--- src/rtl/pe_dbuf.sv ---
// Systolic-array processing element with a double-buffered weight, valid-tagged
// data flow, saturating MAC and weight-stationary / output-stationary dataflows.
module pe_dbuf #(
    parameter int DATA_WIDTH   = 8,
    parameter int RESULT_WIDTH = 32,
    parameter int SATURATE     = 1
) (
    input  logic                    clk,
    input  logic                    reset,
    input  logic                    enable,
    input  logic                    mode,
    input  logic                    signed_mode,
    input  logic                    activ_valid_in,
    input  logic [DATA_WIDTH-1:0]   activ_input,
    output logic                    activ_valid_out,
    output logic [DATA_WIDTH-1:0]   activ_output,
    input  logic                    weight_shift_in,
    input  logic [DATA_WIDTH-1:0]   weight_input,
    output logic                    weight_shift_out,
    output logic [DATA_WIDTH-1:0]   weight_output,
    input  logic                    weight_swap,
    input  logic                    top_sum_valid,
    input  logic [RESULT_WIDTH-1:0] top_sum_input,
    output logic                    sum_valid_out,
    output logic [RESULT_WIDTH-1:0] sum_output,
    input  logic                    acc_clear,
    input  logic                    drain,
    output logic                    overflow
);

    localparam int DW = DATA_WIDTH;
    localparam int RW = RESULT_WIDTH;

    typedef enum logic {RUN, DRAIN} state_t;

    state_t          state, state_nxt;
    logic [DW-1:0]   shadow_w, shadow_w_nxt;
    logic [DW-1:0]   active_w, active_w_nxt;
    logic [RW-1:0]   acc, acc_nxt;
    logic            activ_valid_nxt, weight_shift_nxt, sum_valid_nxt, overflow_nxt;
    logic [DW-1:0]   activ_output_nxt, weight_output_nxt;
    logic [RW-1:0]   sum_output_nxt;

    logic [RW:0]     ws_mac, os_mac;
    logic            os_pair;

    // Returns {overflow, result}; the sum is formed one bit wider than the result
    // so both signed and unsigned range violations show up in the top bits.
    function automatic logic [RW:0] mac(input logic [RW-1:0] addend,
                                        input logic [DW-1:0] a,
                                        input logic [DW-1:0] b,
                                        input logic          sgn);
        logic [RW-1:0] a_ext, b_ext, prod, res;
        logic [RW:0]   sum;
        logic          ovf;
        a_ext = sgn ? {{(RW-DW){a[DW-1]}}, a} : {{(RW-DW){1'b0}}, a};
        b_ext = sgn ? {{(RW-DW){b[DW-1]}}, b} : {{(RW-DW){1'b0}}, b};
        prod  = a_ext * b_ext;
        sum   = sgn ? ({addend[RW-1], addend} + {prod[RW-1], prod})
                    : ({1'b0, addend} + {1'b0, prod});
        ovf   = sgn ? (sum[RW] ^ sum[RW-1]) : sum[RW];
        res   = sum[RW-1:0];
        if (ovf && SATURATE != 0) begin
            if (!sgn)
                res = {RW{1'b1}};
            else if (sum[RW])
                res = {1'b1, {(RW-1){1'b0}}};
            else
                res = {1'b0, {(RW-1){1'b1}}};
        end
        return {ovf, res};
    endfunction

    assign ws_mac  = mac(top_sum_input, activ_input, active_w, signed_mode);
    assign os_mac  = mac(acc_clear ? '0 : acc, activ_input, weight_input, signed_mode);
    assign os_pair = activ_valid_in & weight_shift_in;

    always_comb begin
        state_nxt         = state;
        shadow_w_nxt      = shadow_w;
        active_w_nxt      = active_w;
        acc_nxt           = acc;
        activ_valid_nxt   = activ_valid_out;
        activ_output_nxt  = activ_output;
        weight_shift_nxt  = weight_shift_out;
        weight_output_nxt = weight_output;
        sum_valid_nxt     = sum_valid_out;
        sum_output_nxt    = sum_output;
        overflow_nxt      = overflow;

        if (enable) begin
            activ_valid_nxt   = activ_valid_in;
            activ_output_nxt  = activ_input;
            weight_shift_nxt  = weight_shift_in;
            weight_output_nxt = weight_input;

            if (!mode) begin
                // WS always lands in RUN, which also covers the forced return on a mode change.
                state_nxt = RUN;
                if (weight_shift_in)
                    shadow_w_nxt = weight_input;
                if (weight_swap)
                    active_w_nxt = shadow_w;
                if (activ_valid_in) begin
                    sum_output_nxt = ws_mac[RW-1:0];
                    sum_valid_nxt  = 1'b1;
                    overflow_nxt   = overflow | ws_mac[RW];
                end else begin
                    sum_valid_nxt  = 1'b0;
                end
            end else begin
                unique case (state)
                    RUN: begin
                        sum_valid_nxt = 1'b0;
                        if (drain) begin
                            sum_output_nxt = acc;
                            sum_valid_nxt  = 1'b1;
                            acc_nxt        = '0;
                            state_nxt      = DRAIN;
                        end else if (os_pair) begin
                            acc_nxt      = os_mac[RW-1:0];
                            overflow_nxt = (acc_clear ? 1'b0 : overflow) | os_mac[RW];
                        end else if (acc_clear) begin
                            acc_nxt      = '0;
                            overflow_nxt = 1'b0;
                        end
                    end
                    DRAIN: begin
                        sum_output_nxt = top_sum_input;
                        sum_valid_nxt  = top_sum_valid;
                        if (!drain)
                            state_nxt = RUN;
                    end
                    default: state_nxt = RUN;
                endcase
            end
        end
    end

    always_ff @(posedge clk) begin
        if (reset) begin
            state            <= RUN;
            shadow_w         <= '0;
            active_w         <= '0;
            acc              <= '0;
            activ_valid_out  <= 1'b0;
            activ_output     <= '0;
            weight_shift_out <= 1'b0;
            weight_output    <= '0;
            sum_valid_out    <= 1'b0;
            sum_output       <= '0;
            overflow         <= 1'b0;
        end else begin
            state            <= state_nxt;
            shadow_w         <= shadow_w_nxt;
            active_w         <= active_w_nxt;
            acc              <= acc_nxt;
            activ_valid_out  <= activ_valid_nxt;
            activ_output     <= activ_output_nxt;
            weight_shift_out <= weight_shift_nxt;
            weight_output    <= weight_output_nxt;
            sum_valid_out    <= sum_valid_nxt;
            sum_output       <= sum_output_nxt;
            overflow         <= overflow_nxt;
        end
    end

endmodule

--- config.mk ---
export PLATFORM = sky130hd
export DESIGN_NAME = pe_dbuf
export DESIGN_NICKNAME = d
export VERILOG_FILES = /design/src/rtl/pe_dbuf.sv
export SDC_FILE = /design/constraint.sdc
export NUM_CORES = 1
export LEC_CHECK = 0
export ABC_AREA = 1
export BUFFER_PORTS_ARGS = -buffer_cell sky130_fd_sc_hd__buf_4
export CAP_MARGIN = 20
export CORE_MARGIN = 3
export CORE_UTILIZATION = 45
export CTS_BUF_LIST = sky130_fd_sc_hd__clkbuf_16
export DETAILED_ROUTE_END_ITERATION = 10
export GPL_TIMING_DRIVEN = 0
export PLACE_DENSITY_LB_ADDON = 0.12
export SKIP_LAST_GASP = 1
export SYNTH_ARGS = -nofsm -noshare
export SYNTH_HDL_FRONTEND = slang
export SYNTH_SLANG_ARGS = --single-unit
--- constraint.sdc ---
create_clock -name clk -period 15.7 [get_ports clk]
set_input_delay 1.57 -clock clk [delete_from_list [all_inputs] [get_ports clk]]
set_output_delay 1.57 -clock clk [all_outputs]
set_load 0.05 [all_outputs]
## Word level (Yosys, flattened, before mapping)

Index checks and enable logic that the tools add are counted.

| operators by class | value |
|---|---|
| add/sub/neg operators | 4 |
| $mul | 2 |
| divide/modulo/power cells | 0 |
| order comparisons | 0 |
| equality and inequality tests | 3 |
| shift operators | 0 |
| multiplexer cells | 31 |
| bitwise operators | 7 |
| reductions and logical operators | 6 |

Operators by type and width:

| kind | count |
|---|---|
| $mux W32 | 15 |
| $add A32 B32 Y33 | 4 |
| $mux W33 | 2 |
| $mul A32 B32 Y32 | 2 |
| $pmux W32 S2 | 1 |
| $mux W1 | 12 |
| $reduce_and A3 Y1 | 4 |
| $ne A2 B2 Y1 const B | 2 |
| $reduce_and A4 Y1 | 1 |
| $ne A3 B3 Y1 const B | 1 |
| $not A1 Y1 | 2 |
| $or A1 B1 Y1 | 2 |
| $pmux W1 S2 | 1 |
| $reduce_bool A2 Y1 | 1 |
| $xor A1 B1 Y1 | 2 |
| $and A1 B1 Y1 | 1 |

| word-level totals | value |
|---|---|
| register bits after elaboration | 101 |
| bits in latches | 0 |
| memory bits (writable) | 0 |
| memory bits (read-only) | 0 |
| input bits | 59 |
| output and inout bits | 52 |
| logic and storage cells | 64 |
| memories kept | 0 |

## Depth between registers and ports, before layout

Gate-level depths: netlist of the first run.

| depth | value |
|---|---|
| word-level depth | 11 |
| depth in mapped cells | 49 |
| gate-level depth less buffers | 48 |

## Least setup slack after synthesis of the first run

OpenSTA, ideal clock, no wires.

| timing path | value |
|---|---|
| kind | input to register |
| start | input activ_input[7] |
| end | register sum_output[0] |
| setup time | 67 ps |
| arrival | 10,079 ps |
| required time | 15,633 ps |
| setup slack | 5,554 ps |
| stages | 43 |
| path through | clkbuf_1 > nand2_1 > nor2_1 > inv_1 > fa_1 > inv_1 > fa_1 > fa_1 > inv_1 > fa_1 > inv_1 > fa_1 > inv_1 > fa_1 > inv_1 > fa_1 > fa_1 > ha_1 > [7 not listed] > nand2_1 > nand2_1 > ha_1 > nand2_1 > nor2_1 > nand2_1 > nor3_1 > nand2_1 > nand2_1 > nand2_1 > nand2_1 > nand3_2 > nand2_2 > nand2_4 > buf_6 > nand2_1 > nand2_1 > a21oi_2 |

| between the ends | value |
|---|---|
| longest elaborated chain between the ends | 9 |

RTL lines:

| what | line | source |
|---|---|---|
| from (decl) | 14 | `input logic [DATA_WIDTH-1:0] activ_input,` |
| $mux W32 (*) | 56 | `a_ext = sgn ? {{(RW-DW){a[DW-1]}}, a} : {{(RW-DW){1'b0}}, a};` |
| $mul A32 B32 Y32 (*) | 58 | `prod = a_ext * b_ext;` |
| $add A32 B32 Y33 (on tied branches) | 60, 59 |  |
| $mux W33 (*) | 59 | `sum = sgn ? ({addend[RW-1], addend} + {prod[RW-1], prod})` |
| $mux W32 / $xor A1 B1 Y1 (equally long branches) | 66, 61 |  |
| $mux W32 / $mux W1 (equally long branches) | 64, 61 |  |
| $mux W32 (*) | 63 | `if (ovf && SATURATE != 0) begin` |
| $mux W32 (*) | 104 | `if (activ_valid_in) begin` |
| $mux W32 (*) | 97 | `if (!mode) begin` |
| to (signal assigned) | 163 | `sum_output <= sum_output_nxt;` |
| to (decl) | 25 | `output logic [RESULT_WIDTH-1:0] sum_output,` |

Every way passes the cells marked *; elsewhere a longest branch is shown, timed or not. The select of a mux whose other input is x is not followed.
A chain may end at the register's enable or synchronous reset.

## Worst setup path in the final report of the first run

| timing path | value |
|---|---|
| start | input activ_input[0] |
| end | register sum_output[18] |

Same word-level chain as after synthesis.

==> results of run 1 <==
[cells in the mapped netlist (5+ instances only)]
library cell	count
a21o_1	8
o211ai_1	8
a21oi_2	58
nand2_2	12
inv_1	713
a31oi_1	9
nand3b_1	8
nand4_1	18
buf_1	5
xor2_1	62
ha_1	297
dfxtp_1	101
a21boi_0	6
o21ai_0	131
o21a_1	8
a21oi_1	173
nor2_1	307
nand3_1	95
nor3_1	16
xnor2_1	62
fa_1	390
buf_4	7
o21bai_1	19
or2_2	6
buf_6	11
buf_2	7
clkbuf_1	68
a221oi_1	31
nand3_2	14
nand2_1	717
inv_2	6
[cell families after synthesis]
family	count (synthesis)
fa+ha+maj	687
compound gates	462
simple gates	1215
buf+inv	821
flops	101
xor+xnor	124
[worst max-delay path: cells and delay by family]
| kind | cells | cell delay, ps |
|---|---|---|
| fa+ha+maj | 10 | 4170 |
| simple gates | 17 | 3390 |
| compound gates | 8 | 1780 |
| buf+inv | 9 | 1580 |
[path summary, 6_finish.rpt]
path / start / to / slack [ps] / cells after the start
worst max-delay path: activ_input[0] / sum_output[18] / 3450 / 44
worst min-delay path: acc[0] / acc[0] / 510 / 2
worst max register to register: active_w[7] / sum_output[18] / 4540 / 44
worst min register to register: acc[0] / acc[0] / 510 / 2
[registers in the layout, summed over array words and instances (netlist names), 8 cells and up]
signal and flops:
active_w 8, shadow_w 8, sum_output 32, activ_output 8
acc 32, weight_output 8
[layer usage]
| metal | GRT usage | vias up | share of wire |
|---|---|---|---|
| met5 | 0 | - | 0 |
| met4 | 0.05644 | 0 | 0.022 |
| met3 | 0.03255 | 67 | 0.057 |
| met2 | 0.4308 | 621 | 0.44 |
| met1 | 0.4033 | 10820 | 0.48 |
| li1 | - | 10720 | - |
[stage by stage]
stage,utilization,setup WS (ps),hold WS [ps],instance area [um2],instances
after floorplan,-,5554,457.9,25660,3410
after global placement,0.4902,3110,481.1,27330,4255
after detailed placement,0.4902,2998,491.0,27330,4255
after CTS,0.4959,3395,506.3,27640,4271
after global routing,0.4959,2528,518.9,27640,4271
final,0.4959,3448,510.9,27640,4271
[final cells by class]
cell class / instances / area, um2 / area share
buffer: 100 / 501.7 / 0.01815
timing repair buffer: 97 / 728.2 / 0.02634
multi-input combinational: 2488 / 20430 / 0.7390
inverter: 721 / 2709 / 0.09800
tap: 748 / 935.9 / 0.03386
clock buffer: 9 / 225.2 / 0.008148
sequential: 101 / 2022 / 0.07315
clock inverter: 7 / 91.34 / 0.003304
==> impl_metrics.csv, run 1 <==
group,metric,value,unit
outcome,outcome,"completed",
floorplan,fp-row-count,86,
sta,max_freq,0.08162,GHz
sta,finalSetupTns,0,ps
floorplan,initial_core_util,0.4604,
global_routing,grt_use_total,0.2727,
clock_tree,cts_sinks,101,
detailed_routing,wl_per_cell,18.84,um
worst_setup_path,critPathMaxStageDelay,830,ps
clock_tree,cts-buffers-inserted,9,
clock_tree,cts_max_level,3,
floorplan,die_area,59920,um2
synth,synth_cell_types,51,
clock_tree,cts_resized,0,
global_routing,grt_pass1_wl,126400,um
worst_setup_path,cp_common_cell,"nand2_1",
floorplan,die_y,244.8,um
sta,hold_viol,0,
synth,syn_area,25660,um2
global_routing,grt_overflow,0,
sta,period_share,0.7804,
detailed_routing,drtIter0Drc,1290,
worst_setup_path,path_max_fanout,10,
detailed_routing,ant_nets,0,
synth,synth-async-reset-ratio,0,
finish,nFillCells,5745,
synth,synth.area.mux_share,0,
clock_tree,cts_hold_buf,0,
detailed_routing,dr.pass1.iters,6,
finish,area_growth,7.719,%
finish,antenna_cells,0,
synth,synth_top_area_share,0.3043,
sta,worst_slew_pin_slew,1054,ps
sta,fin_skew,21.06,ps
worst_setup_path,crit_path_top_delay_cell,"nor2_1",
worst_setup_path,critical_path_required,15970,ps
clock_tree,path_clk_slew,100,ps
floorplan,num_io_pins,111,
clock_tree,cts.path.max_buffers,2,
clock_tree,clock_tree.root_cell,"clkbuf_16",
synth,yosys.area_share.simple,0.1955,
sta,grt_setup_unrepaired,"false",
placement,dp_hpwl,70940,um
detailed_routing,drcViolationCount,0,
synth,synthFlopType,"dfxtp_1",
synth,synth_compound_area_frac,0.1092,
placement,io_buffers,97,
finish,drive_gt1_frac,0.07125,
sta,slew_headroom,0.2953,
synth,syn-num-nets,4156,
run,maxCapViolations,0,
floorplan,fp.dieW,244.8,um
detailed_routing,vias_per_cell,5.206,
worst_setup_path,worst_setup_path_end_kind,"flip-flop",
clock_tree,clock_latency,390,ps
clock_tree,cts_setup_buffers,0,
worst_setup_path,critPathLaunchType,"primary input",
finish,final_nets,4264,
floorplan,core,55740,um2
synth,synth_area_leaders,"fa_1, ha_1, nand2_1, inv_1, dfxtp_1",
synth,synth_top_family_by_area,"adder cells",
clock_tree,cts_tree,"yes",
synth,syn_inst,3410,
sta,period_needed,12250,ps
finish,mostFrequentLayoutCells,"nand2_1, inv_1, fa_1, nor2_1, ha_1",
sta,finalSetupViolCount,0,
synth,ys_ff_latch,101,
sta,drv_slew,0,
detailed_routing,totalWireLength,80470,um
global_routing,grt_max_degree,22,
synth,synth_xor_area_frac,0.04232,
worst_setup_path,cp_data_arrival_time,12530,ps
finish,final_common_cell,"nand2_1",
detailed_routing,num_vias,22240,
synth,yosys.area_share.adder,0.4491,
worst_setup_path,path_class,"in -> reg",
global_routing,first_global_vias,22280,
synth,yosys.area.top_type,"fa_1",
synth,yosysSeqAreaShare,0.07879,
min_path,hold_class,"reg -> reg",
global_routing,antenna_found_initial,2,
placement,gp_congestion,0.9658,
synth,synth_edf_count,0,
synth,syn_area_per_cell,7.525,um2
synth,synth_warnings,0,
Power of run 1 is left out: the tool's default activity adds up to more than one toggle a clock period on the data nets, which glitch-free logic cannot reach.
==> inputs of run 2 (changes only) <==
Settings changed: ABC_AREA 1 to 0.
Clock period 15.7 ns to 11.9 ns, I/O delays scaled along.
==> impl_metrics.csv, run 2 <==
group,metric,value,unit
outcome,outcome,"completed",
worst_setup_path,critical_path_required,12200,ps
worst_setup_path,r2r_setup_slack,1080,ps
synth,synth_top_area_share,0.3319,
worst_setup_path,critPathMaxStageDelay,690,ps
synth,syn_area,23530,um2
finish,drive_gt1_frac,0.06379,
power,ir_drop,0.0007107,V
synth,ys_ff_latch,101,
power,finalPower,6.096,mW
power,p_int,2.690,mW
power,switching_share,0.5586,
min_path,hold_class,"reg -> reg",
synth,synth_area_leaders,"fa_1, ha_1, dfxtp_1, inv_1, xnor2_1",
placement,io_buffers,103,
clock_tree,cts_hold_buf,0,
worst_setup_path,reg2reg_to,"sum_output[9]",
worst_setup_path,worst_setup_path_end_kind,"flip-flop",
synth,yosysSeqAreaShare,0.08594,
power,p_per_area,239.2,nW/um2
global_routing,first_global_vias,19420,
global_routing,grt_max_degree,20,
detailed_routing,dr.pass1.iters,5,
floorplan,core,51510,um2
sta,max_freq,0.08757,GHz
worst_setup_path,cp_common_cell,"fa_1",
power,seq_power_share,0.067,
clock_tree,path_clk_slew,90,ps
placement,gp_congestion,0.8959,
worst_setup_path,reg2reg_depth,39,
detailed_routing,drcViolationCount,0,
detailed_routing,wl_per_cell,20.31,um
detailed_routing,vias_per_cell,5.389,
detailed_routing,drtIter0Drc,1040,
placement,dpl_cell_area,25150,um2
global_routing,grt_use_total,0.2552,
worst_setup_path,worstSetupStartpoint,"signed_mode",
sta,slew_headroom,0.2065,
worst_setup_path,crit_cells,40,
power,power_frac_comb,0.881,
min_path,min_from,"shadow_w[1]",
sta,finalSetupViolCount,0,
clock_tree,clock_tree.root_cell,"clkbuf_16",
synth,synth-async-reset-ratio,0,
global_routing,antenna_found_initial,1,
finish,mostFrequentLayoutCells,"inv_1, fa_1, ha_1, nand2_1, a21oi_1",
synth,synth_edf_count,0,
synth,synth_warnings,0,
run,maxCapViolations,0,
finish,antenna_cells,0,
floorplan,initial_core_util,0.4567,
synth,syn_area_per_cell,8.911,um2
clock_tree,cts_max_level,3,
worst_setup_path,cp_data_arrival_time,11720,ps
clock_tree,clock_latency,400,ps
detailed_routing,totalWireLength,69830,um
floorplan,num_io_pins,111,
clock_tree,cts-buffers-inserted,9,
global_routing,grt_overflow,0,
sta,worst_slew_pin_slew,1190,ps
clock_tree,cts_sinks,101,
synth,synthFlopType,"dfxtp_1",
finish,finalInstanceArea,25490,um2
placement,dpl_worst_slack,-821.5,ps
worst_setup_path,crit_family,"adder cells",
synth,yosys-top-cells-count,"inv_1, fa_1, ha_1, nand2_1, a21oi_1",
sta,drv_slew,0,
synth,synth_most_common_cell,"inv_1",
worst_setup_path,critPathBufInv,10,
clock_tree,cts_tree,"yes",
finish,stdcell_count,3439,
floorplan,fp-row-count,83,
finish,reg.largest.list,"acc: 32 flops, sum_output: 32 flops",
synth,yosys.area.top_type,"fa_1",
clock_tree,cts.path.max_buffers,2,
sta,period_share,0.9596,
worst_setup_path,path_class,"in -> reg",
worst_setup_path,crit_path_top_delay_cell,"fa_2",
finish,final_nets,3500,
synth,synth_cell_types,79,
detailed_routing,num_vias,18530,
sta,timing.final.ws_setup,480.9,ps
detailed_routing,ant_nets,0,
floorplan,die_y,234.7,um
floorplan,fp.dieW,234.7,um
sta,hold_viol,0,
sta,fin_skew,21.28,ps
worst_setup_path,critPathLaunchType,"primary input",
power,clkPwrFrac,0.052,
worst_setup_path,path_max_fanout,10,
placement,dp_hpwl,60830,um
worst_setup_path,reg2reg_from,"active_w[7]",
global_routing,grt_pass1_wl,109600,um
worst_setup_path,endpoint,"sum_output[9]",
finish,area_growth,8.334,%
sta,finalSetupTns,0,ps
placement,place_inst,3423,
power,p_leak,12.93,nW
power,p_sw,3.405,mW
finish,final_common_cell,"inv_1",
floorplan,die_area,55060,um2
synth,syn_inst,2640,
sta,period_needed,11420,ps
finish,utilization,0.4948,
sta,grt_setup_unrepaired,"false",
synth,syn-num-nets,3386,
sta,hold_ws,457.5,ps
## run 2: changes by cell type after synthesis, moves of 35 or more
cell	delta
a21o_1	+35
a21oi_2	-57
and2_1	+81
inv_1	-273
mux2i_1	+46
nand2_1	-517
nand3_1	-37
nor2_1	-189
nor2b_1	+47
xnor2_1	+44
## run 2: power groups by stage
stage,clock [mW],sequential [mW],combinational [mW]
finish,0.318,0.406,5.37
global route,0.333,0.407,6.08
CTS,0.321,0.403,5.46
detailed placement,0,0.411,5.43
global placement,0,0.411,5.33
floorplan,0,0.429,4.06
## run 2: cells by family (layout without fill, tap and decap cells)
group,after synthesis,count (layout),synth area share
simple gates,634,634,0.1328
xor+xnor,140,140,0.05276
fa+ha+maj,687,687,0.4898
flops,101,101,0.08594
mux,53,53,0.02292
compound gates,488,488,0.1282
buf+inv,537,656,0.08754
## run 2: repair_timing
action                                  4_1_cts  5_1_grt
endpoints found under the setup margin       31       62
pin swaps                                     0        0
buffers inserted                              0        0
gates resized for setup                       3       15
## run 2: worst min-delay path by stage
| stage | end | slack [ps] | cells past startpoint |
|---|---|---|---|
| floorplan | acc[30] | 430 | 2 |
| global placement | shadow_w[2] | 440 | 2 |
| detailed placement | shadow_w[3] | 450 | 2 |
| CTS | shadow_w[3] | 460 | 2 |
| global route | shadow_w[3] | 470 | 2 |
| finish | shadow_w[1] | 460 | 2 |
## run 2: tightest hold or removal path, stage by stage, from the launching register on
cell	delay [ps]
dfxtp_1	310
nand2_1	50
a21oi_1	50
## run 2: routing by layer
layer  GRT usage  share of wire
met2      0.4448           0.50
met4     0.08755          0.035
met5           0              0
met1      0.3235           0.42
met3     0.03862          0.050
## run 2: final cells by class
cell class	instances	area (um2)
plain buffers	96	411.6
clock buffers	9	225.2
clock inverters	7	66.31
fillers	5076	26020
inverters	441	1655
multi-input cells	2002	19480
flip-flops and latches	101	2022
well taps	680	850.8
repair buffers	103	773.2
Note: power is estimated with default switching activity, not from simulation.
